<file path="config.mk">
export PLATFORM = sky130hd
export DESIGN_NAME = shift_sequencer
export DESIGN_NICKNAME = d
export VERILOG_FILES = /design/src/rtl/shift_sequencer.sv
export SDC_FILE = /design/constraint.sdc
export NUM_CORES = 1
export LEC_CHECK = 0
export ABC_AREA = 1
export ABC_CLOCK_PERIOD_IN_PS = 3000
export BUFFER_PORTS_ARGS = -buffer_cell sky130_fd_sc_hd__buf_4
export CAP_MARGIN = 20
export CORE_MARGIN = 3
export CORE_UTILIZATION = 50
export CTS_CLUSTER_DIAMETER = 30
export CTS_CLUSTER_SIZE = 10
export DETAILED_ROUTE_END_ITERATION = 12
export GPL_ROUTABILITY_DRIVEN = 0
export PLACE_DENSITY = 0.73
export SYNTH_ARGS = -nofsm -noshare
export SYNTH_HDL_FRONTEND = slang
export SYNTH_SLANG_ARGS = --single-unit
</file>
<file path="constraint.sdc">
create_clock -name clock -period 3 [get_ports clock]
set_input_delay 0.15 -clock clock [delete_from_list [all_inputs] [get_ports clock]]
set_output_delay 0.15 -clock clock [all_outputs]
set_load 0.05 [all_outputs]
</file>
<file path="src/rtl/shift_sequencer.sv">
// shift_sequencer: multi-cycle SLL/SRL/SRA engine with a start/busy/done handshake.
// A working register is shifted by a small step per cycle until the captured
// shift amount is consumed, so no full barrel shifter is needed.
//
// Build option: define SHIFT_SEQ_FAST_EN to add a 4-bit step that is used while
// at least 4 bit positions remain. Results are identical in both builds; only
// the number of cycles spent in SHIFT changes.
module shift_sequencer #(
    parameter int DATA_WIDTH  = 32,
    parameter int SHAMT_WIDTH = 5
) (
    input  logic                   clock,
    input  logic                   reset,
    input  logic                   start,
    input  logic [1:0]             operation,
    input  logic [DATA_WIDTH-1:0]  operand,
    input  logic [SHAMT_WIDTH-1:0] shiftAmount,
    output logic [DATA_WIDTH-1:0]  result,
    output logic                   busy,
    output logic                   done
);

    localparam logic [1:0] OP_SLL = 2'b00;
    localparam logic [1:0] OP_SRA = 2'b10;
    localparam logic [1:0] OP_RSV = 2'b11;

    localparam logic [SHAMT_WIDTH-1:0] STEP_ONE = SHAMT_WIDTH'(1);

    typedef enum logic [1:0] {
        ST_IDLE  = 2'd0,
        ST_SHIFT = 2'd1,
        ST_DONE  = 2'd2
    } state_t;

    state_t                  state_q,     state_d;
    logic [DATA_WIDTH-1:0]   work_q,      work_d;
    logic [SHAMT_WIDTH-1:0]  remaining_q, remaining_d;
    logic [1:0]              op_q,        op_d;
    logic                    sign_q,      sign_d;
    logic [DATA_WIDTH-1:0]   result_q,    result_d;
    logic                    busy_q,      busy_d;
    logic                    done_q,      done_d;

    // Bit shifted in at the top for right shifts: the captured sign for SRA, else 0.
    logic fill_bit;
    assign fill_bit = (op_q == OP_SRA) & sign_q;

    // Single-bit shift networks built per bit position.
    logic [DATA_WIDTH-1:0] sll1;
    logic [DATA_WIDTH-1:0] srl1;

    genvar gi;
    generate
        for (gi = 0; gi < DATA_WIDTH; gi++) begin : g_step1
            if (gi == 0) begin : g_lsb
                assign sll1[gi] = 1'b0;
            end else begin : g_lsb_n
                assign sll1[gi] = work_q[gi-1];
            end
            if (gi == DATA_WIDTH - 1) begin : g_msb
                assign srl1[gi] = fill_bit;
            end else begin : g_msb_n
                assign srl1[gi] = work_q[gi+1];
            end
        end
    endgenerate

    // Step selected for this SHIFT cycle: size plus the left/right shifted values.
    logic [SHAMT_WIDTH-1:0] step_size;
    logic [DATA_WIDTH-1:0]  step_left;
    logic [DATA_WIDTH-1:0]  step_right;

`ifdef SHIFT_SEQ_FAST_EN
    localparam logic [SHAMT_WIDTH-1:0] STEP_FOUR = SHAMT_WIDTH'(4);

    logic [DATA_WIDTH-1:0] sll4;
    logic [DATA_WIDTH-1:0] srl4;
    logic                  use_four;

    generate
        for (gi = 0; gi < DATA_WIDTH; gi++) begin : g_step4
            if (gi < 4) begin : g_lo
                assign sll4[gi] = 1'b0;
            end else begin : g_lo_n
                assign sll4[gi] = work_q[gi-4];
            end
            if (gi >= DATA_WIDTH - 4) begin : g_hi
                assign srl4[gi] = fill_bit;
            end else begin : g_hi_n
                assign srl4[gi] = work_q[gi+4];
            end
        end
    endgenerate

    // The wide step is only taken when it cannot overrun the remaining count.
    assign use_four   = (remaining_q >= STEP_FOUR);
    assign step_size  = use_four ? STEP_FOUR : STEP_ONE;
    assign step_left  = use_four ? sll4 : sll1;
    assign step_right = use_four ? srl4 : srl1;
`else
    assign step_size  = STEP_ONE;
    assign step_left  = sll1;
    assign step_right = srl1;
`endif

    logic [SHAMT_WIDTH-1:0] remaining_step;
    assign remaining_step = remaining_q - step_size;

    // Next-state and next-output logic for the IDLE/SHIFT/DONE sequencer.
    always_comb begin
        state_d     = state_q;
        work_d      = work_q;
        remaining_d = remaining_q;
        op_d        = op_q;
        sign_d      = sign_q;
        result_d    = result_q;
        busy_d      = busy_q;
        done_d      = 1'b0;

        case (state_q)
            ST_IDLE: begin
                busy_d = 1'b0;
                if (start) begin
                    work_d      = operand;
                    remaining_d = shiftAmount;
                    op_d        = operation;
                    sign_d      = operand[DATA_WIDTH-1];
                    busy_d      = 1'b1;
                    // Nothing to shift: finish immediately with the operand as is.
                    if ((shiftAmount == '0) || (operation == OP_RSV)) begin
                        state_d  = ST_DONE;
                        result_d = operand;
                        done_d   = 1'b1;
                    end else begin
                        state_d = ST_SHIFT;
                    end
                end
            end

            ST_SHIFT: begin
                busy_d      = 1'b1;
                work_d      = (op_q == OP_SLL) ? step_left : step_right;
                remaining_d = remaining_step;
                // Result is published only on the edge that enters DONE.
                if (remaining_step == '0) begin
                    state_d  = ST_DONE;
                    result_d = work_d;
                    done_d   = 1'b1;
                end
            end

            ST_DONE: begin
                state_d = ST_IDLE;
                busy_d  = 1'b0;
            end

            default: begin
                state_d = ST_IDLE;
                busy_d  = 1'b0;
            end
        endcase
    end

    // State and registered outputs; reset discards any operation in flight.
    always_ff @(posedge clock) begin
        if (reset) begin
            state_q     <= ST_IDLE;
            work_q      <= '0;
            remaining_q <= '0;
            op_q        <= 2'b00;
            sign_q      <= 1'b0;
            result_q    <= '0;
            busy_q      <= 1'b0;
            done_q      <= 1'b0;
        end else begin
            state_q     <= state_d;
            work_q      <= work_d;
            remaining_q <= remaining_d;
            op_q        <= op_d;
            sign_q      <= sign_d;
            result_q    <= result_d;
            busy_q      <= busy_d;
            done_q      <= done_d;
        end
    end

    assign result = result_q;
    assign busy   = busy_q;
    assign done   = done_q;

endmodule

</file>
==> run metrics <==
clock skew=12.28 ps; first-pass GRT wire length=15960 µm; power density over cell area=580.0 nW/µm²; share of post-route cells with drive strength above 1=18.25%; DPL Wire Length=6290 µm; synthesized area divided by synthesized cell count=6.452 µm²; vertical die dimension=94.57 µm; net count of the mapped netlist=652; leading area contributor after synthesis=dfxtp_1; total met3 wirelength after detailed routing=652 µm; path category of the worst min-delay check=primary input to flop; critical path start-end classification=flop to flop; leading cell type by number of instances after synthesis=nor2_1; run status=complete, no violations; setup repair after global routing missed its margin=no; vias in the first global route=3523; quantity of hold-fixing buffers added after cts=0; clock buffer count from CTS=9; area of the mapped netlist=3923 µm²; number of enable flip-flop cells after synthesis=0; number of routed nets with antenna violations=0; Seq/Total Area, Yosys=38.79%; final wirelength=9511 µm; maximum number of pins on one net before global-route repair=40; async set-or-reset flop fraction in the synthesized netlist=0%; count of final max-slew check failures=0; critical path capture point type=flop; number of placement rows=31; top area cells in the synthesized netlist=dfxtp_1 39%, nor2_1 13%, o21ai_0 8.8%, inv_1 7.7%, nand2_1 7.5%; clk slew on worst S/H paths=80 ps; post-cts repair resize count=0; full die area=8943 µm²; relative slew slack=36.96%; number of library cell types mapped by synthesis=26; post-CTS setup repair buffer count=0; width of the die=94.57 µm; Critical Path RT=3250 ps; share of the clock period used by the worst path after layout=78.93%; total leakage power=2.464 nW; count of endpoints failing hold in the final timing report=0; maxcap violations=0; clock tree from TritonCTS=yes; Final Net Count=702; Crit path arrival time=2620 ps; final setup fails=0; top layer reached by signal wires=met4; aggregate global-route resource usage=22.28%; core box area=7447 µm²; number of antenna violations at the first check in global routing=0; residual DRC count=0; maximum achievable frequency=422.3 MHz; clock root buffer master=clkbuf_8; Port Buffers=75; Post-Route M1 WL=4401 µm; Ys Warns=0; number of inserted diodes=0; buffers from clock root to sink, at most=2; initial standard-cell utilization of the core=52.67%; area post-placement=4486 µm²; Synth top cells by count=131 x nor2_1, 80 x inv_1, 78 x nand2_1; H-tree levels=3; area of all placed cells without fillers=4687 µm²; actual transition at the worst max-transition pin=944.6 ps; worst skew pair latency=360 ps; most instantiated flip-flop cell in the synthesis netlist=dfxtp_1; critical-path maximum fanout=39; number of fill cells in the layout=728; peak supply drop=0.2965 mV; detail-routed via count per cell=5.127; number of iterations in the first detailed-routing pass=5; layout-stage area growth over the synthesis result=19.49%; CTS Sinks=76; synthesized netlist cell count=608; share of the synthesized area in the top cell type=38.79%; number of top-level design ports=76; post-route setup TNS=0 ps; min cycle time layout=2368 ps; DR iter-0 viols=248; total number of vias=3907; number of synthesized register bits=76; CP startpoint kind=flop; average wire per cell in the routed design=12.48 µm; total grt overflow=0; met2 wire len=4340 µm
-- cells in the final DEF, fill, tap and decap left out, drive strengths merged, types with 2 or more instances in the layout --
master      n
inv        84
clkinvlp    2
nor2      133
o22ai       2
ha          2
o21ai     101
a21oi      42
buf        81
dfxtp      76
clkbuf     10
clkinv      3
nand4       2
nand2      81
nand3      38
-- critical path: stages (launching register included) --
cell and delay [ps]:
dfxtp_1 380, nor2_4 110, inv_2 500, nand2_2 390
inv_2 590, a21oi_1 120, o21ai_0 100, inv_1 60
-- cell families (layout without fill, tap and decap cells) --
group | Yosys count | after routing | share of synthesized area [%]
AO/OA/AOI/OAI | 149 | 149 | 19.43
adder cells (fa/ha/maj) | 2 | 2 | 0.6379
flip-flops | 76 | 76 | 38.79
AND/OR/NAND/NOR | 255 | 255 | 27.82
buffers and inverters | 126 | 181 | 13.33
-- layer usage --
layer | GRT usage, % | vias to the layer above
li1 | - | 2020
met1 | 30.01 | 1756
met2 | 36.23 | 118
met3 | 4.462 | 13
met4 | 6.490 | 0
met5 | 0 | -
-- final cells by class --
class | instances | area (µm²) | share of cell area (%)
Multi-Input combinational cell | 406 | 1892 | 40.36
Sequential cell | 76 | 1521 | 32.46
Timing Repair Buffer | 81 | 633.1 | 13.51
Inverter | 84 | 315.3 | 6.727
Clock buffer | 10 | 137.6 | 2.936
Tap cell | 99 | 123.9 | 2.643
Clock inverter | 6 | 63.81 | 1.361
-- metrics by stage --
| stage | power (mW) | utilization, % | setup WS (ps) | hold WS [ps] | std cells |
|---|---|---|---|---|---|
| final | 2.718 | 62.94 | 632.0 | 46.61 | 762 |
| after detailed placement | 1.937 | 60.23 | 661.5 | 423.8 | 746 |
| after global placement | 1.924 | 60.23 | 712.7 | 406.9 | 746 |
| after CTS | 2.730 | 62.94 | 648.5 | 48.64 | 762 |
| after floorplan | 1.738 | - | 1420 | 293.4 | 608 |
| after global routing | 2.877 | 62.94 | 379.5 | 58.78 | 762 |
-- power by group --
| part | total [mW] | leakage, nW | switching, mW | internal [mW] |
|---|---|---|---|---|
| registers | 1.18 | 0.627 | 0.0646 | 1.11 |
| logic | 0.740 | 1.74 | 0.491 | 0.249 |
| clock network | 0.800 | 0.0983 | 0.395 | 0.405 |
| total | 2.72 | 2.46 | 0.951 | 1.77 |
-- registers in the layout, indices dropped and copies added (netlist names) --
name	flops
busy	1
op_q	2
done	1
result	32
sign_q	1
state_q	2
work_q	32
remaining_q	5
-- final timing paths --
path	from	to	slack, ps	cells after the start
worst max-delay path	state_q[1]$_SDFFE_PP0P_	work_q[1]$_SDFFE_PP0P_	630	7
worst min-delay path	operand[31]	sign_q$_SDFFE_PP0P_	50	3
worst max register to register	state_q[1]$_SDFFE_PP0P_	work_q[1]$_SDFFE_PP0P_	630	7
worst min register to register	op_q[0]$_SDFFE_PP0P_	op_q[0]$_SDFFE_PP0P_	500	2
Power figures use the tool's default switching activity.
